## config.mk

```make
export PLATFORM = sky130hd
export DESIGN_NAME = serial_word_feeder
export DESIGN_NICKNAME = d
export VERILOG_FILES = /design/src/rtl/serial_word_feeder.sv
export SDC_FILE = /design/constraint.sdc
export NUM_CORES = 1
export LEC_CHECK = 0
export CAP_MARGIN = 20
export CORE_MARGIN = 3
export CORE_UTILIZATION = 35
export DETAILED_ROUTE_END_ITERATION = 6
export HOLD_SLACK_MARGIN = 0.05
export SLEW_MARGIN = 20
export SYNTH_ARGS = -nofsm -noshare
export SYNTH_HDL_FRONTEND = slang
export SYNTH_SLANG_ARGS = --single-unit
```

## constraint.sdc

```tcl
create_clock -name clock -period 4.68 [get_ports clock]
set_input_delay 1.17 -clock clock [delete_from_list [all_inputs] [get_ports clock]]
set_output_delay 1.17 -clock clock [all_outputs]
set_load 0.03 [all_outputs]
```

## src/rtl/serial_word_feeder.sv

```systemverilog
// Serializes valid/ready parallel words MSB-first, one bit per clock, with a one-entry
// hold buffer for gapless back-to-back frames. Define SER_PARITY_EN to append even parity.
module serial_word_feeder #(
  parameter int   WIDTH    = 8,
  parameter logic IDLE_BIT = 1'b0
) (
  input  logic             clock,
  input  logic             reset,
  input  logic [WIDTH-1:0] word_in,
  input  logic             word_valid,
  output logic             word_ready,
  output logic             data_out,
  output logic             bit_valid,
  output logic             frame_start,
  output logic             busy
);

`ifdef SER_PARITY_EN
  localparam int FLEN = WIDTH + 1;
`else
  localparam int FLEN = WIDTH;
`endif
  localparam int            CW   = $clog2(FLEN);
  localparam logic [CW-1:0] LAST = CW'(FLEN - 1);

  localparam logic [0:0] IDLE  = 1'b0;
  localparam logic [0:0] SHIFT = 1'b1;

  logic [0:0]      r_state;
  logic [FLEN-1:0] r_sr;
  logic [FLEN-1:0] r_hb;
  logic            r_hb_full;
  logic [CW-1:0]   r_cnt;

  logic [FLEN-1:0] w_load;
  logic            w_accept;
  logic            w_last;
  logic            w_hb_load;

  // The parity bit travels with the word as the frame's trailing bit.
`ifdef SER_PARITY_EN
  assign w_load = {word_in, ^word_in};
`else
  assign w_load = word_in;
`endif

  assign word_ready  = !r_hb_full;
  assign w_accept    = word_valid && !r_hb_full;
  assign w_last      = (r_cnt == LAST);
  assign w_hb_load   = w_accept && (r_state == SHIFT) && !w_last;

  assign data_out    = (r_state == SHIFT) ? r_sr[FLEN-1] : IDLE_BIT;
  assign bit_valid   = (r_state == SHIFT);
  assign frame_start = (r_state == SHIFT) && (r_cnt == '0);
  assign busy        = (r_state == SHIFT) || r_hb_full;

  // NOTE: sequential state uses non-blocking assignments so every register samples
  // the pre-edge values of the others, independent of statement order.
  always_ff @(posedge clock or posedge reset) begin
    if (reset) begin
      r_state   <= IDLE;
      r_sr      <= '0;
      r_cnt     <= '0;
      r_hb_full <= 1'b0;
    end else if (r_state == IDLE) begin
      if (w_accept) begin
        r_sr    <= w_load;
        r_cnt   <= '0;
        r_state <= SHIFT;
      end
    end else if (w_last) begin
      r_cnt <= '0;
      if (r_hb_full) begin
        r_sr      <= r_hb;
        r_hb_full <= 1'b0;
      end else if (w_accept) begin
        r_sr <= w_load;
      end else begin
        r_state <= IDLE;
      end
    end else begin
      r_sr  <= {r_sr[FLEN-2:0], 1'b0};
      r_cnt <= r_cnt + CW'(1);
      if (w_accept) r_hb_full <= 1'b1;
    end
  end

  // NOTE: the hold payload is left out of reset; r_hb_full alone says whether it
  // is meaningful, so a reset discards the held word without clearing the data.
  always_ff @(posedge clock) begin
    if (w_hb_load) r_hb <= w_load;
  end

endmodule
```

==> metrics.txt <==
status complete, no violations; Crit Path Max Fanout 22; Post-route DRC 0; top cells by area, synth dfrtp_1, edfxtp_1, nand2_1, a32oi_1, ha_1; num ports 16; area delta synth->final 18.21%; Pwr Total 0.7060 mW; post-CTS sizing 0; DIE AREA 0.003458 mm^2; top_reg_cell synth dfrtp_1; flop-to-flop setup slack 2.58 ns; final setup TNS 0 ns; met3 WL 85 um; first-pass GRT wire length 3160 um; total length of routed wires roughly 2000 um; crit path DAT 2.00 ns; Gate Count Post-Synth 91; RSZ-0062 raised after global routing no; Die Wd 58.81 um; Fillers 267; CP Class reg2out; ratio of final minimum period to clock period between 60 and 70%; number of routed nets with antenna violations 0; Placer Congestion 0.7600; CORE AREA roughly 0.0026 mm^2; total global routing overflow 0; Slew Limit Headroom 53.05%; vias in the first global route 669; Post-Route M1 WL 965 um; warning count from the yosys run 0; total of max-cap violations 0; Mean Syn Cell Area about 11 um^2; Yosys cell types 22; leakage 0.4765 nW; largest net degree at the start of global routing 23; asr flop ratio synth 61.90%; sequential fraction of the synthesis area 57.95%; initial core utilization between 30% and 40%; total CTS buffers 3; area leader, netlist dfrtp_1; multi-input logic area ~350 um^2; drt pass-1 iters 5; Tightest Pin Transition 0.7028 ns; Worst Path Required 3.51 ns; Root Buffer clkbuf_4; CTS tree done; final hold slack 0.5715 ns; Tot GR Track Use around an eighth; most common cell in the netlist nand2_1; hold crit path type reg2reg; layout cell share with drive strength beyond 1 5.769%; uppermost layer routed met4; Setup crit end kind output pin; clock latency on the worst-skew pair 0.30 ns; Final Slew Violations 0; leading cell types by count after synthesis nand2_1, dfrtp_1, edfxtp_1, a32oi_1, o22ai_1; Die H 58.81 um; 1st-iter DRT viols 11; Pwr Density roughly 610 mW/mm^2; hpwl dp 1386 um; routed length per instance between 10 and 15 um; Post-CTS Setup Inserts 0; Yosys top cell area share 33.33%; clk sinks 21; initial antenna violation count 0; Met2 Routed Length 882 um; # setup viols final 0; peak supply drop 0.3289 mV; maximum buffer depth of the clock tree 2; DR vias between 700 and 800; Vias/cell between 5 and 6; number of synthesized register bits 21; Rows 18; CTS H-Tree Depth 1; fmax 315.5 MHz; cell area after synthesis 975.9 um^2; Post-synth EDFFs 8; syn_nets roughly 110; cts hold-fix bufs 0; Critical Path Start Type flop; Hold Vio Cnt, Final 0; port bufs 15; Worst Clk Skew between 0.007 and 0.008 ns; min cycle time layout about 3.2 ns; Seq. cell area 565.5 um^2; ANT cells 0; Final Net Count 120; Reg clk slew, reported paths about 0.13 ns
==> through the flow <==
step / worst slack (ns) / cells / instance area [um^2] / utilization (%)
global route: 1.302 / 134 / 1154 / 44.93
global placement: 1.819 / 130 / 1126 / 43.86
floorplan: 2.071 / 91 / 975.9 / -
CTS: 1.500 / 134 / 1154 / 44.93
detailed placement: 1.759 / 130 / 1126 / 43.86
finish: 1.510 / 134 / 1154 / 44.93
==> routing by layer <==
metal	vias up	GRT usage (%)
met5	-	0
met4	0	5.825
met3	4	2.632
met2	20	18.77
met1	337	16.92
li1	353	-
==> registers in the layout (all words and copies together), names as in the netlist <==
name and flops:
r_hb_full 1, bit_valid 1, r_sr 8, r_cnt 3
r_hb 8
==> power by group <==
group	total [mW]	switching, mW	internal [mW]	leakage, nW
Combinational	0.298	0.168	0.131	0.235
Sequential	0.319	0.0595	0.259	0.224
Clock	0.0889	0.0571	0.0319	0.0177
Total	0.706	0.284	0.422	0.476
==> final timing paths <==
kind,startpoint,end,cells past startpoint
setup / recovery,bit_valid$_DFF_PP0_,frame_start,3
hold / removal,r_sr[4]$_DFF_PP0_,r_sr[4]$_DFF_PP0_,2
setup reg to reg,r_cnt[0]$_DFFE_PP0P_,r_hb[2]$_DFFE_PP_,5
hold reg to reg,r_sr[4]$_DFF_PP0_,r_sr[4]$_DFF_PP0_,2
max in group asynchronous,reset,r_sr[7]$_DFF_PP0_,2
min in group asynchronous,reset,r_cnt[2]$_DFFE_PP0P_,2
==> placed cells by master, fill, tap and decap left out <==
| cell | n |
|---|---|
| nand2_1 | 23 |
| clkbuf_4 | 3 |
| inv_1 | 6 |
| or2_2 | 1 |
| ha_1 | 4 |
| o32ai_1 | 1 |
| a211oi_1 | 1 |
| nand3_1 | 1 |
| o21ai_2 | 1 |
| edfxtp_1 | 8 |
| clkinv_2 | 1 |
| nand2b_1 | 1 |
| nor2b_1 | 2 |
| o22ai_1 | 7 |
| a32oi_1 | 7 |
| nor2_1 | 3 |
| o31ai_1 | 1 |
| mux2i_1 | 1 |
| o21ai_0 | 2 |
| dfrtp_1 | 13 |
| clkdlybuf4s50_1 | 15 |
| and2_1 | 1 |
| a221oi_1 | 1 |
==> critical path, cell delays in order (launching register included) <==
cell and delay, ns:
dfrtp_1 0.80, nand2_1 0.10, nor2_1 0.12, clkdlybuf4s50_1 0.68
==> logic make-up after synthesis <==
| family | count (synthesis) | synth area share, % |
|---|---|---|
| adder cells (fa/ha/maj) | 4 | 5.128 |
| flip-flops | 21 | 57.95 |
| AND/OR/NAND/NOR | 32 | 13.72 |
| buffers and inverters | 12 | 6.153 |
| AO/OA/AOI/OAI | 21 | 16.03 |
| multiplexers | 1 | 1.026 |
==> area by class of cell <==
class	instances	share of cell area [%]
inverters	6	1.952
repair buffers	15	13.02
flip-flops and latches	21	49.02
clock buffers	3	1.952
multi-input cells	58	30.37
clock inverters	1	0.4338
well taps	30	3.254
No activity file was read; power rests on OpenSTA's default activity.
